===== src/rtl/instruction_aligner_pkg.sv =====
// Shared types and helpers for the fetch-side instruction aligner.
// A halfword whose low two bits are not 2'b11 starts an RVC instruction.
package instruction_aligner_pkg;

    typedef logic [15:0] halfword_t;

    localparam logic [1:0] RVC_QUADRANT_32 = 2'b11;

    function automatic logic is_compressed(input halfword_t hw);
        return hw[1:0] != RVC_QUADRANT_32;
    endfunction

endpackage


===== src/rtl/instruction_aligner_halfword_buffer.sv =====
// Four-deep halfword FIFO: up to two pushes and two pops per cycle.
// Entry 0 is always the head; pops shift the storage down.
module halfword_buffer
    import instruction_aligner_pkg::*;
(
    input  logic       clk,
    input  logic       reset,
    input  logic       clear,
    input  logic [1:0] push_cnt,
    input  halfword_t  push_hw0,
    input  halfword_t  push_hw1,
    input  logic [1:0] pop_cnt,
    output halfword_t  head0,
    output halfword_t  head1,
    output logic [2:0] count
);

    logic [3:0][15:0] entries_q, entries_d;
    logic [2:0]       count_q, count_d;
    logic [2:0]       base;
    logic [1:0]       base_nxt;

    always_comb begin
        entries_d = entries_q >> {pop_cnt, 4'b0000};
        base      = count_q - {1'b0, pop_cnt};
        base_nxt  = base[1:0] + 2'd1;
        count_d   = base + {1'b0, push_cnt};
        // New halfwords land right after whatever survives the pop.
        if (push_cnt != 2'd0 && base < 3'd4) begin
            entries_d[base[1:0]] = push_hw0;
        end
        if (push_cnt == 2'd2 && base < 3'd3) begin
            entries_d[base_nxt] = push_hw1;
        end
        if (clear) begin
            count_d = 3'd0;
        end
    end

    always_ff @(posedge clk or posedge reset) begin
        if (reset) begin
            entries_q <= '0;
            count_q   <= 3'd0;
        end else begin
            entries_q <= entries_d;
            count_q   <= count_d;
        end
    end

    assign head0 = entries_q[0];
    assign head1 = entries_q[1];
    assign count = count_q;

endmodule


===== src/rtl/instruction_aligner.sv =====
// Realigns aligned 32-bit fetch words into whole 16/32-bit instructions.
// Owns the fetch address, the instruction PC and redirect handling.
module instruction_aligner
    import instruction_aligner_pkg::*;
#(
    parameter logic [31:0] RESET_PC = 32'h0000_0000
) (
    input  logic        clk,
    input  logic        reset,
    output logic [31:0] fetch_addr,
    input  logic        fetch_valid,
    output logic        fetch_ready,
    input  logic [31:0] fetch_data,
    input  logic        flush,
    input  logic [31:0] flush_pc,
    output logic        instr_valid,
    input  logic        instr_ready,
    output logic [31:0] instr_data,
    output logic        instr_compressed,
    output logic [31:0] instr_pc
);

    logic [31:0] fetch_addr_q, fetch_addr_d;
    logic [31:0] pc_q, pc_d;
    logic        skip_q, skip_d;

    halfword_t   head0, head1, push_hw0;
    logic [2:0]  count;
    logic [1:0]  push_cnt, pop_cnt;
    logic        head_comp, fetch_hs, instr_hs;

    halfword_buffer u_buf (
        .clk      (clk),
        .reset    (reset),
        .clear    (flush),
        .push_cnt (push_cnt),
        .push_hw0 (push_hw0),
        .push_hw1 (fetch_data[31:16]),
        .pop_cnt  (pop_cnt),
        .head0    (head0),
        .head1    (head1),
        .count    (count)
    );

    always_comb begin
        head_comp        = is_compressed(head0);
        fetch_ready      = (count <= 3'd2) && !flush;
        fetch_hs         = fetch_valid && fetch_ready;
        instr_valid      = head_comp ? (count >= 3'd1) : (count >= 3'd2);
        instr_compressed = head_comp;
        instr_data       = head_comp ? {16'h0000, head0} : {head1, head0};
        instr_pc         = pc_q;
        fetch_addr       = fetch_addr_q;
        instr_hs         = instr_valid && instr_ready && !flush;
        push_cnt         = fetch_hs ? (skip_q ? 2'd1 : 2'd2) : 2'd0;
        push_hw0         = skip_q ? fetch_data[31:16] : fetch_data[15:0];
        pop_cnt          = instr_hs ? (head_comp ? 2'd1 : 2'd2) : 2'd0;

        fetch_addr_d = fetch_addr_q;
        skip_d       = skip_q;
        pc_d         = pc_q;
        if (flush) begin
            fetch_addr_d = flush_pc & 32'hFFFF_FFFC;
            skip_d       = flush_pc[1];
            pc_d         = flush_pc & 32'hFFFF_FFFE;
        end else begin
            if (fetch_hs) begin
                fetch_addr_d = fetch_addr_q + 32'd4;
                skip_d       = 1'b0;
            end
            if (instr_hs) begin
                pc_d = pc_q + (head_comp ? 32'd2 : 32'd4);
            end
        end
    end

    always_ff @(posedge clk or posedge reset) begin
        if (reset) begin
            fetch_addr_q <= {RESET_PC[31:2], 2'b00};
            skip_q       <= RESET_PC[1];
            pc_q         <= RESET_PC;
        end else begin
            fetch_addr_q <= fetch_addr_d;
            skip_q       <= skip_d;
            pc_q         <= pc_d;
        end
    end

endmodule


===== config.mk =====
export PLATFORM = sky130hd
export DESIGN_NAME = instruction_aligner
export DESIGN_NICKNAME = d
export VERILOG_FILES = /design/src/rtl/instruction_aligner_pkg.sv /design/src/rtl/instruction_aligner_halfword_buffer.sv /design/src/rtl/instruction_aligner.sv
export SDC_FILE = /design/constraint.sdc
export NUM_CORES = 1
export LEC_CHECK = 0
export CORE_MARGIN = 5
export CORE_UTILIZATION = 45
export DETAILED_ROUTE_END_ITERATION = 10
export GPL_TIMING_DRIVEN = 0
export PLACE_DENSITY = 0.71
export SLEW_MARGIN = 10
export SYNTH_ARGS = -nofsm -noshare
export SYNTH_HDL_FRONTEND = slang
export SYNTH_SLANG_ARGS = --single-unit

===== constraint.sdc =====
create_clock -name clk -period 5.1 [get_ports clk]
set_input_delay 0.765 -clock clk [delete_from_list [all_inputs] [get_ports clk]]
set_output_delay 0.765 -clock clk [all_outputs]
set_load 0.005 [all_outputs]

==> flow_summary.ini <==
[status]
outcome = completed

[sta]
grt_setup_unrepaired = false
finClkSkew_ns = 0.00890
finalCritPeriodShare_pct = 86.6
worst_pin_slew_ns = 0.703
slew_viol_final = 0
report.final.setup_viol = 0
holdWs_ns = 0.542
slew_headroom_pct = 53.2
max_freq_mhz = 226
hold_violations = 0
layout_min_cycle_time_ns = 4.42

[grt]
grt_pass1_vias = 7655
antenna_found_initial = 0
grt_max_degree = 87
grt_pass1_wl_mm = 42.4
grt_remaining_overflow = 0
track_usage_pct = 24.7

[synthesis]
seq_area_frac_synth_pct = 39.2
synth.most_common_cell = dfrtp_1
synthCells = 889
synthArstFlopShare_pct = 100
synth-edff-count = 0
synth_top_area_share_pct = 39.2
synth.area.top_cells = dfrtp_1 (39%), nand2_1 (4.9%), mux2_2 (4.6%), mux2i_1 (4.4%), nand3_1 (3.9%)
syn_area_mm2 = 0.00824
synth_warnings = 0
ys_top_cells_by_count = dfrtp_1 (129), nand2_1 (108), nand3_1 (65), o21ai_0 (63), nor2_1 (40)
synth_cell_types = 65
ys_ff_latch = 129
synthFlopType = dfrtp_1
syn_avg_cell_area_um2 = 9.27
synth_top_area_cell = dfrtp_1

[floorplan]
die_h_um = 145
rows = 49
dieWidth_um = 145
core_mm2 = 0.0180
start_util_pct = 45.7
top_level_ports = 168
dieArea_mm2 = 0.0211

[setup_path]
r2r-start = u_buf.head0[1]
start_kind = input port
cp_max_fo = 10
reg2regPathDepth = 12
cp.arrival_ns = 4.70
cp-end-kind = flop
critPathKind = in -> reg
required_ns = 5.38
rr_endpoint = u_buf.entries_q[54]
r2r_slack_ns = 0.78

[detailed_routing]
remaining_drc_errors = 0
wire_per_inst_um = 20.1
drt_wl_total_mm = 26.4
drtIter0Drc = 786
ant_nets = 0
vias = 7655
first_pass_iters = 6
avgViaCountPerCell = 5.83

[hold_path]
min_to = u_buf.head0[9]
hold_start = u_buf.head0[9]
hold_depth = 2
hp-class = reg -> reg

[flow_run]
maxCapViolCount = 0

[final_layout]
nFillCells = 1573
drive_above_1_share_pct = 14.0
finish.utilization_pct = 59.6
area_growth_pct = 30.4
antennaDiodeCount = 0
layout.nets = 1150

[clock_network]
cts_resized = 0
cts_buffer_depth = 2
cts_buffers = 17
cts_hold_buffers = 0
cts_sinks = 129
cts_tree = built
path_clk_slew_ns = 0.06
root_buffer = clkbuf_16
h-tree-depth = 4
insertion_delay_ns = 0.43
post_cts_buffers = 0

[placed_design]
hpwl_mm = 19.8
place.gp.congestion = 0.881
io_buffers = 162

[pwr]
p_per_area_mw_per_mm2 = 483
leakagePower_nw = 4.23
ir_drop_mv = 0.315
cell families (layout without fill, tap and decap cells):
family | Yosys count | in the layout | share of synthesized area, %
buffers and inverters | 101 | 295 | 6.95
adders and majority gates | 8 | 8 | 1.49
xor gates and xnor gates | 57 | 57 | 6.06
AOI/OAI and AO/OA | 202 | 202 | 16.9
muxes | 70 | 70 | 9.02
DFF | 129 | 129 | 39.2
and+or+nand+nor | 321 | 321 | 20.4
other | 1 | 3 | 0.0455
registers in the layout, indices dropped and copies added, names as in the netlist:
register,count
fetch_addr,30
u_buf.head0,16
u_buf.entries_q,32
skip_q,1
u_buf.head1,16
instr_pc,31
u_buf.count,3
layout make-up:
class / count / area [µm²] / area share (%)
clock buffers: 21 / 470 / 4.38
flip-flops and latches: 129 / 3230 / 30.0
inverters: 15 / 61.3 / 0.570
well taps: 229 / 287 / 2.67
repair buffers: 163 / 1650 / 15.3
clock inverters: 10 / 86.3 / 0.803
multi-input cells: 661 / 4450 / 41.4
plain buffers: 86 / 517 / 4.81
stage by stage:
step | setup slack [ns] | std cells | cell area [µm²] | total power, W | TNS (ns)
finish | 0.682 | 1314 | 10700 | 0.00520 | 0
CTS | 0.748 | 1314 | 10700 | 0.00517 | 0
detailed placement | 0.316 | 1283 | 10200 | 0.00400 | 0
global placement | -1.16 | 1282 | 10200 | 0.00395 | -147.79
floorplan | 0.894 | 891 | 8250 | 0.00311 | 0
global route | 0.404 | 1314 | 10700 | 0.00551 | 0
worst max-delay path, stage by stage:
cell and delay (ns):
clkdlybuf4s50_1 0.61, inv_1 0.16, a211oi_2 0.28, buf_4 0.23, buf_2 0.24, nand2_1 0.16, fa_1 0.64, and3_1 0.20
nand4_1 0.36, nor2_1 0.43, clkbuf_1 0.43, o21ai_0 0.19
power by group:
group / total, W / switching [W] / internal, W / leakage [nW]
Combinational: 0.00236 / 0.00123 / 0.00113 / 2.40
Sequential: 0.00167 / 0.000316 / 0.00135 / 1.56
Clock: 0.00117 / 0.000465 / 0.000701 / 0.270
Total: 0.00520 / 0.00201 / 0.00318 / 4.23
worst max-delay path by stage:
stage / start / to / slack (ns) / cells past startpoint
2_1_floorplan: reset / fetch_addr[10] / 0.89 / 1
3_3_place_gp: reset / fetch_addr[12] / -1.16 / 2
3_5_place_dp: instr_ready / u_buf.entries_q[54] / 0.32 / 12
4_1_cts: instr_ready / u_buf.entries_q[54] / 0.75 / 12
5_1_grt: instr_ready / u_buf.entries_q[54] / 0.40 / 12
6_report: instr_ready / u_buf.entries_q[54] / 0.68 / 12
layer usage:
| layer | global-route usage (%) | vias to the layer above | wire length, µm |
|---|---|---|---|
| li1 | - | 3558 | - |
| met1 | 33.6 | 3690 | 11600 |
| met2 | 38.4 | 359 | 12000 |
| met3 | 7.19 | 48 | 2310 |
| met4 | 7.18 | 0 | 509 |
| met5 | 0 | - | 0 |
placed cells by master (no fill, tap or decap), drive strengths merged, types with 5 or more instances in the layout:
master,n
inv,15
nor2,41
xor2,26
and4,5
clkinv,6
nand2,108
clkdlybuf4s50,162
nand4,29
mux2i,36
mux2,34
ha,5
and3,26
a21boi,5
o21ai,68
xnor2,31
a22oi,17
nand3,67
buf,53
o221ai,16
dfrtp,129
a21oi,37
clkbuf,55
nor4,13
and2,5
o211ai,17
o21a,16
o2bb2ai,16
nor3,10
Power figures use the tool's default switching activity.
==> RTL edit (same settings) <==
Make the reset (`reset`) synchronous in 2 clocked blocks.
--- a/src/rtl/instruction_aligner_halfword_buffer.sv
+++ b/src/rtl/instruction_aligner_halfword_buffer.sv
@@ -39,3 +39,3 @@
 
-    always_ff @(posedge clk or posedge reset) begin
+    always_ff @(posedge clk) begin
         if (reset) begin
--- a/src/rtl/instruction_aligner.sv
+++ b/src/rtl/instruction_aligner.sv
@@ -76,3 +76,3 @@
 
-    always_ff @(posedge clk or posedge reset) begin
+    always_ff @(posedge clk) begin
         if (reset) begin
Check against the original RTL: differs if reset is asserted again (counterexample within 4 cycles, from zero or initial values and one cycle with reset high); with reset held inactive, the same outputs for 4 cycles.
==> RTL edit against the unedited design <==
Via count is 12% higher; wire length is 11% higher; synthesized area is 6.6% lower; synthesized cell count is 9.1% higher; worst setup slack worse by 350 ps; non-clock buffer count is 15 higher; cell area is 4.8% lower; sequential cell count stayed put; cell count is 5.6% higher.
Power is not compared: it rests on default switching activity, and its combinational part moved more than twofold at a synthesized area within 25%.
==> RTL edit: results (changes against the unedited design) <==
status: "finished, final reports clean"  # unchanged
wl_microns: 29380  # was 26,390 microns
grt_max_degree: 17  # was 87
htree_levels: 4  # unchanged
synth.area.top_cells: "dfxtp_1 34%, nand2_1 5.2%, nor2_1 4.2%"  # was dfrtp_1 39%, nand2_1 4.9%, mux2_2 4.6%
grt_pass1_wl_microns: 45750  # was 42,410 microns
ys.flop_type: "dfxtp_1"  # was dfrtp_1
ys_types: 62  # was 65
ys_async_sr_fraction_pct: 0  # was 100.0%
ys_seq_area_share_pct: 33.53  # was 39.16%
place_area_sq_um: 9615  # was 10,190 sq um
met2_usage_pct: 43.27  # was 38.35%
slowest_stage: "a211oi_2"  # was fa_1
drt_iter0_drc: 781  # was 786
nFillCells: 1509  # was 1,573
vias_per_cell: 6.156  # was 5.826
first_global_vias: 8125  # was 7,655
drive_gt1_share_pct: 9.083  # was 14.01%
grt_use_total_pct: 29.00  # was 24.66%
synth_commonest_cells: "129 x dfxtp_1, 106 x nand2_1, 86 x nor2_1"  # was 129 x dfrtp_1, 108 x nand2_1, 65 x nand3_1
num-nets-final: 1231  # was 1,150
place.gp.congestion: 0.9344  # was 0.8808
skew_ps: 7.554  # was 8.899 ps
synth.top_cell.area_share_pct: 33.53  # was 39.16%
use_met1_pct: 40.89  # was 33.63%
yosysTopAreaCell: "dfxtp_1"  # was dfrtp_1
dp_hpwl_microns: 22010  # was 19,820 microns
drt-pass1-iter-count: 5  # was 6
slew_headroom_pct: 41.98  # was 53.16%
reg2reg_depth: 11  # was 12
portBuffers: 163  # was 162
critPathArrivalTime_ps: 5090  # was 4700 ps
RTL edit: cell count changes after synthesis, moves of 18 or more:
cell / delta
a311oi_1: +20
dfrtp_1: -129
a21o_1: +21
dfxtp_1: +129
clkbuf_1: +32
a221oi_1: +19
mux2_2: -32
nor2_1: +46
xnor2_1: -19
nor3_1: +20
o211ai_1: +18
o21ai_0: -53
a211oi_1: +35
RTL edit: area by class of cell:
cell class	count	area share, %
Sequential cell	129	25.23
Clock inverter	12	1.589
Multi-Input combinational cell	728	44.89
Tap cell	220	2.689
Clock buffer	20	4.462
Timing Repair Buffer	163	15.94
Buffer	101	4.682
Inverter	14	0.5134
RTL edit: power groups by stage:
stage | Sequential [mW] | Combinational, mW | Clock [mW]
after floorplan | 1.15 | 0.257 | 0
after global placement | 1.17 | 0.486 | 0
after detailed placement | 1.17 | 0.489 | 0
after CTS | 1.15 | 0.494 | 1.31
after global routing | 1.16 | 0.538 | 1.36
final | 1.15 | 0.501 | 1.31
RTL edit: layer usage:
layer  wire [microns]  up-vias  part of all wire (%)
met4              741        0                   2.5
met3             2859       51                   9.7
met2            12820      483                    44
met1            12960     4078                    44
met5                0        -                     0
li1                 -     3926                     -
RTL edit: cell families (layout without fill, tap and decap cells):
logic type      Yosys count  in the layout  share of synthesized area, %
compound gates          273            273                         26.27
simple gates            387            387                         24.79
buf+inv                 115            310                         6.905
mux                      21             21                         2.762
other cells               1              3                       0.04869
flops                   129            129                         33.53
fa+ha+maj                 8              8                         1.592
xor+xnor                 36             36                         4.094
RTL edit: worst min-delay path: cells and delay by family (launching register included):
kind | cells | cell delay [ps]
compound gates | 1 | 70
flops | 1 | 330
simple gates | 1 | 60
RTL edit: per-stage QoR:
step / cells / hold slack [ps] / setup WS [ps] / util, %
after CTS: 1387 / 514.2 / 453.0 / 61.28
after global placement: 1355 / 503.8 / 100.7 / 57.57
after global routing: 1387 / 542.0 / 173.8 / 61.28
final: 1387 / 514.7 / 335.2 / 61.28
after floorplan: 972 / 462.5 / 1503 / -
after detailed placement: 1355 / 499.6 / 31.89 / 57.57
RTL edit: worst paths after layout:
path | startpoint | end | slack (ps)
worst max register to register | u_buf.count[1] | u_buf.entries_q[45] | 830
worst min register to register | u_buf.head1[0] | u_buf.head0[0] | 510
worst max-delay path | flush | u_buf.entries_q[45] | 340
worst min-delay path | u_buf.head1[0] | u_buf.head0[0] | 510
